==> src/rtl/mem_arbiter.sv <==
// Arbitrates one single-port memory between instruction fetch and data access.
// Data port has priority; a starvation guard forces a waiting fetch through.
module mem_arbiter #(
  parameter int unsigned STARVE_LIMIT   = 4,
  parameter int unsigned TIMEOUT_CYCLES = 255,
  parameter logic [2:0]  IF_DMTYPE      = 3'b000
) (
  input  logic        clk,
  input  logic        reset,
  input  logic        if_req,
  input  logic [31:0] if_addr,
  output logic [31:0] if_rdata,
  output logic        if_ready,
  input  logic        dm_req,
  input  logic        dm_we,
  input  logic [2:0]  dm_type,
  input  logic [31:0] dm_addr,
  input  logic [31:0] dm_wdata,
  output logic [31:0] dm_rdata,
  output logic        dm_ready,
  output logic        mem_req,
  output logic        mem_we,
  output logic [2:0]  mem_type,
  output logic [31:0] mem_addr,
  output logic [31:0] mem_wdata,
  input  logic [31:0] mem_rdata,
  input  logic        mem_ack,
  output logic [1:0]  grant,
  output logic        err
);

  localparam int SW = $clog2(STARVE_LIMIT + 1);
  localparam int TW = $clog2(TIMEOUT_CYCLES + 1);
  localparam logic [SW-1:0] STARVE_MAX = SW'(STARVE_LIMIT);
  localparam logic [TW-1:0] TMO_LAST   = TW'(TIMEOUT_CYCLES - 1);

  // Encodings double as the grant output value.
  typedef enum logic [1:0] {
    IDLE   = 2'b00,
    GNT_IF = 2'b01,
    GNT_DM = 2'b10
  } state_t;

  state_t          state, state_nxt;
  logic [SW-1:0]   starve_cnt;
  logic [TW-1:0]   tmo_cnt;
  logic            dm_win;
  logic            tmo_hit;
  logic            done;

  always_comb begin
    state_nxt = state;
    dm_win    = dm_req && !(if_req && (starve_cnt == STARVE_MAX));
    tmo_hit   = (state != IDLE) && !mem_ack && (tmo_cnt == TMO_LAST);
    done      = (state != IDLE) && (mem_ack || tmo_hit);
    if_ready  = 1'b0;
    if_rdata  = '0;
    dm_ready  = 1'b0;
    dm_rdata  = '0;

    case (state)
      IDLE: begin
        if (dm_win)      state_nxt = GNT_DM;
        else if (if_req) state_nxt = GNT_IF;
      end
      GNT_IF: begin
        if_ready = done;
        if (mem_ack) if_rdata = mem_rdata;
        if (done) state_nxt = IDLE;
      end
      GNT_DM: begin
        dm_ready = done;
        if (mem_ack) dm_rdata = mem_rdata;
        if (done) state_nxt = IDLE;
      end
      default: state_nxt = IDLE;
    endcase
  end

  assign mem_req = (state != IDLE);
  assign grant   = state;

  always_ff @(posedge clk) begin
    if (reset) begin
      state      <= IDLE;
      starve_cnt <= '0;
      tmo_cnt    <= '0;
      err        <= 1'b0;
      mem_addr   <= '0;
      mem_we     <= 1'b0;
      mem_type   <= '0;
      mem_wdata  <= '0;
    end else begin
      state <= state_nxt;
      if (tmo_hit) err <= 1'b1;
      if (state == IDLE) begin
        tmo_cnt <= '0;
        if (dm_win) begin
          mem_addr  <= dm_addr;
          mem_we    <= dm_we;
          mem_type  <= dm_type;
          mem_wdata <= dm_wdata;
          // Count only grants that actually made a fetch wait.
          if (!if_req)                       starve_cnt <= '0;
          else if (starve_cnt != STARVE_MAX) starve_cnt <= starve_cnt + 1'b1;
        end else if (if_req) begin
          mem_addr   <= if_addr;
          mem_we     <= 1'b0;
          mem_type   <= IF_DMTYPE;
          mem_wdata  <= '0;
          starve_cnt <= '0;
        end
      end else if (!mem_ack) begin
        tmo_cnt <= tmo_cnt + 1'b1;
      end
    end
  end

endmodule

==> config.mk <==
export PLATFORM = sky130hd
export DESIGN_NAME = mem_arbiter
export DESIGN_NICKNAME = d
export VERILOG_FILES = /design/src/rtl/mem_arbiter.sv
export SDC_FILE = /design/constraint.sdc
export NUM_CORES = 1
export LEC_CHECK = 0
export CAP_MARGIN = 20
export CORE_MARGIN = 2
export CORE_UTILIZATION = 36
export CTS_BUF_LIST = sky130_fd_sc_hd__clkbuf_16
export CTS_CLUSTER_DIAMETER = 30
export DETAILED_ROUTE_END_ITERATION = 10
export HOLD_SLACK_MARGIN = 0.06
export MAX_ROUTING_LAYER = met4
export PLACE_DENSITY = 0.82
export SKIP_LAST_GASP = 1
export SYNTH_ARGS = -nofsm -noshare
export SYNTH_HDL_FRONTEND = slang
export SYNTH_SLANG_ARGS = --single-unit
==> constraint.sdc <==
create_clock -name clk -period 1.9 [get_ports clk]
set_clock_uncertainty 0.2 [all_clocks]
set_input_delay 0.38 -clock clk [delete_from_list [all_inputs] [get_ports clk]]
set_output_delay 0.38 -clock clk [all_outputs]
set_load 0.05 [all_outputs]
==> qor.csv <==
stage;metric;value;unit
floorplanning;core footprint;11270;sq um
drt;drt wl/cell;17.85;um
yosys;synth cell count leaders;82 x dfxtp_1, 64 x and3_1, 38 x nor2_1;
yosys;most frequent cell after synthesis;dfxtp_1;
global_routing;total gr overflow;0;
clock_tree;CTS tree;done;
clock_tree;clk root buf;clkbuf_16;
setup_path;Worst R2R Setup Slack;0.10;ns
yosys;Synth Net Count;612;
sta;measured slew at the worst slew-check pin;0.3257;ns
sta;Max Clock Freq;455.2;MHz
place;placer congestion estimate;0.8915;
place;DPL Wire Length;11.64;mm
sta;Setup Viol. Count Final;66;
drt;number of detailed-route iterations in the first pass;5;
finish;diode count;0;
yosys;ranking of synthesized cells by area;dfxtp_1 40%, and3_1 9.7%, mux2i_1 8.8%;
finish;fillcell total;844;
sta;Fin. Hold Viols;0;
floorplanning;row count;39;
floorplanning;starting density of the core;0.3650;
sta;period utilisation layout;1.156;
drt;DRC violations left;0;
drt;via count;4741;
setup_path;kind of critical path;flop to output port;
global_routing;vias in the first global route;4646;
power_and_ir_drop;static leakage;3.492;nW
sta;max-slew violations;0;
power_and_ir_drop;Cell Pwr Density;960.4;nW/um^2
yosys;async set-or-reset flop fraction in the synthesized netlist;0;
floorplanning;Die Width;110.9;um
finish;final instance area;8020;sq um
setup_path;nature of the critical path startpoint;flop;
power_and_ir_drop;Max VDD drop;0.7203;mV
yosys;sequential-to-total area share from yosys stat;0.3990;
finish;Net count, final;880;
yosys;EDFF count, synth;0;
sta;Slew headroom;0.7829;
yosys;Synthesis Warnings;0;
run_status;outcome;finished, violations left;
clock_tree;Clk Latency, worst-skew pair;0.34;ns
setup_path;critical path fanouts, max;3;
sta;hold slack;0.1338;ns
setup_path;CP Capture Type;output port;
global_routing;antenna violations before repair;0;
yosys;dominant cell type by area after synthesis;dfxtp_1;
drt;Vias/cell;5.369;
setup_path;worst path arrival time;1.62;ns
drt;DRT iter0 DRCs;427;
global_routing;all-layer global routing usage;0.2529;
run_status;violated checks;setup timing;
yosys;Post-Synthesis Cells;468;
job;max_cap viols;0;
sta;fin crit period;2.197;ns
sta;fin worst setup slack;-0.2970;ns
sta;Post-Route Setup TNS;-15.16;ns
global_routing;largest net degree at the start of global routing;72;
sta;RSZ-0062 raised after global routing;true;
clock_tree;Sink Count;82;
hold_path;worst hold path class;input port to flop;
clock_tree;CTS buffer count;9;
finish;final core utilization;0.7115;
yosys;#FFs+latches synth;82;
yosys;Avg Inst Size Synth;8.790;sq um
global_routing;first-pass GRT wire length;24.67;mm
clock_tree;CTS clk-pin slew, worst paths;0.06;ns
floorplanning;I/O pin count;275;
floorplanning;Die Y;110.9;um
place;I/O Buffers;274;
yosys;post-synthesis instance area;4114;sq um
yosys;top-area cell type share of the netlist area;0.3990;
place;Area after DPL;7652;sq um
drt;antenna-violating nets left;0;
yosys;Cell variety after synth;41;
clock_tree;htree depth;3;
clock_tree;Max Root-Sink Buffers;2;
finish;share of layout cells above drive strength 1;0.3595;
yosys;ys flop type;dfxtp_1;
finish;Layout Area Growth over Synthesis;94.95;%
floorplanning;die area;12300;sq um
setup_path;Req. time, crit path;1.32;ns
power_and_ir_drop;Final Power;7.703;mW
drt;wirelength, routed;15.76;mm
metal layers:
layer  vias to the layer above  wire length, um  track usage
met1                      2239             6363       0.2993
met5                         -                0            -
met4                         0              355      0.08000
met2                       210             7992       0.4258
li1                       2265                -            -
met3                        27             1046      0.06069
cells by family (layout without fill, tap and decap cells):
group | Yosys count | count (layout) | share of synthesized area
fa+ha+maj | 7 | 7 | 0.02129
buf+inv | 57 | 328 | 0.07695
xor+xnor | 3 | 3 | 0.006388
compound gates | 86 | 86 | 0.1466
flops | 82 | 82 | 0.3990
mux | 36 | 36 | 0.08759
simple gates | 197 | 198 | 0.2622
cells in the final DEF (no fill, tap or decap), types with 3 or more instances in the layout:
| cell type | synthesis | layout |
|---|---|---|
| nor2_1 | 38 | 38 |
| o21ai_0 | 36 | 36 |
| inv_1 | 8 | 6 |
| a21oi_1 | 9 | 9 |
| buf_4 | 3 | 91 |
| nor3_1 | 36 | 36 |
| and3_2 | 0 | 59 |
| or3_1 | 3 | 3 |
| nand3_1 | 33 | 33 |
| a311oi_1 | 30 | 30 |
| and3_4 | 1 | 5 |
| dfxtp_1 | 82 | 80 |
| clkdlybuf4s50_1 | 0 | 134 |
| buf_12 | 0 | 75 |
| clkinv_2 | 0 | 3 |
| inv_4 | 0 | 3 |
| ha_1 | 7 | 6 |
| xor2_1 | 3 | 3 |
| mux2i_1 | 36 | 36 |
| nand2_1 | 5 | 5 |
| clkbuf_16 | 0 | 10 |
| or4_1 | 3 | 3 |
worst paths after layout:
| kind | startpoint | end | cells past startpoint |
|---|---|---|---|
| min | reset | err | 2 |
| max | grant[1] | dm_ready | 6 |
| min reg2reg | err | err | 2 |
| max reg2reg | starve_cnt[0] | grant[1] | 5 |
sequential cells by signal, indices dropped and copies added, names as in the netlist:
signal,flops
mem_wdata,32
tmo_cnt,8
grant,2
err,1
mem_addr,32
starve_cnt,3
mem_we,1
mem_type,3
worst max-delay path, cell delays in order (launching register included):
cell and delay (ns):
dfxtp_4 0.37, inv_4 0.05, ha_4 0.17, nand4b_1 0.22, o2bb2ai_4 0.18, and2_4 0.17, buf_12 0.13
stage by stage:
| step | setup slack, ns | std cells |
|---|---|---|
| after floorplan | -0.05585 | 468 |
| after global placement | -0.1997 | 862 |
| after detailed placement | -0.2689 | 862 |
| after CTS | -0.3223 | 878 |
| after global routing | -0.3794 | 883 |
| final | -0.2970 | 883 |
layout make-up:
| class | count | area, sq um | share of cell area |
|---|---|---|---|
| multi-input combinational | 330 | 2300 | 0.2867 |
| inverter | 8 | 38.79 | 0.004836 |
| clock buffer | 9 | 225.2 | 0.02808 |
| tap | 143 | 178.9 | 0.02231 |
| sequential | 82 | 1649 | 0.2056 |
| clock inverter | 6 | 33.78 | 0.004212 |
| timing repair buffer | 305 | 3595 | 0.4482 |
report_power, final:
group          switching, mW  total, mW  internal (mW)
combinational           2.33       3.95           1.63
clock                  0.715       1.59          0.872
sequential             0.167       2.16           2.00
what timing repair did:
action                     CTS  global route
gates resized for setup      6             5
hold buffers                 0             0
setup endpoints to repair   66            75
setup buffers                1             3
pin swaps                    0             1
gates cloned                 0             2
No activity file was read; power rests on OpenSTA's default activity.
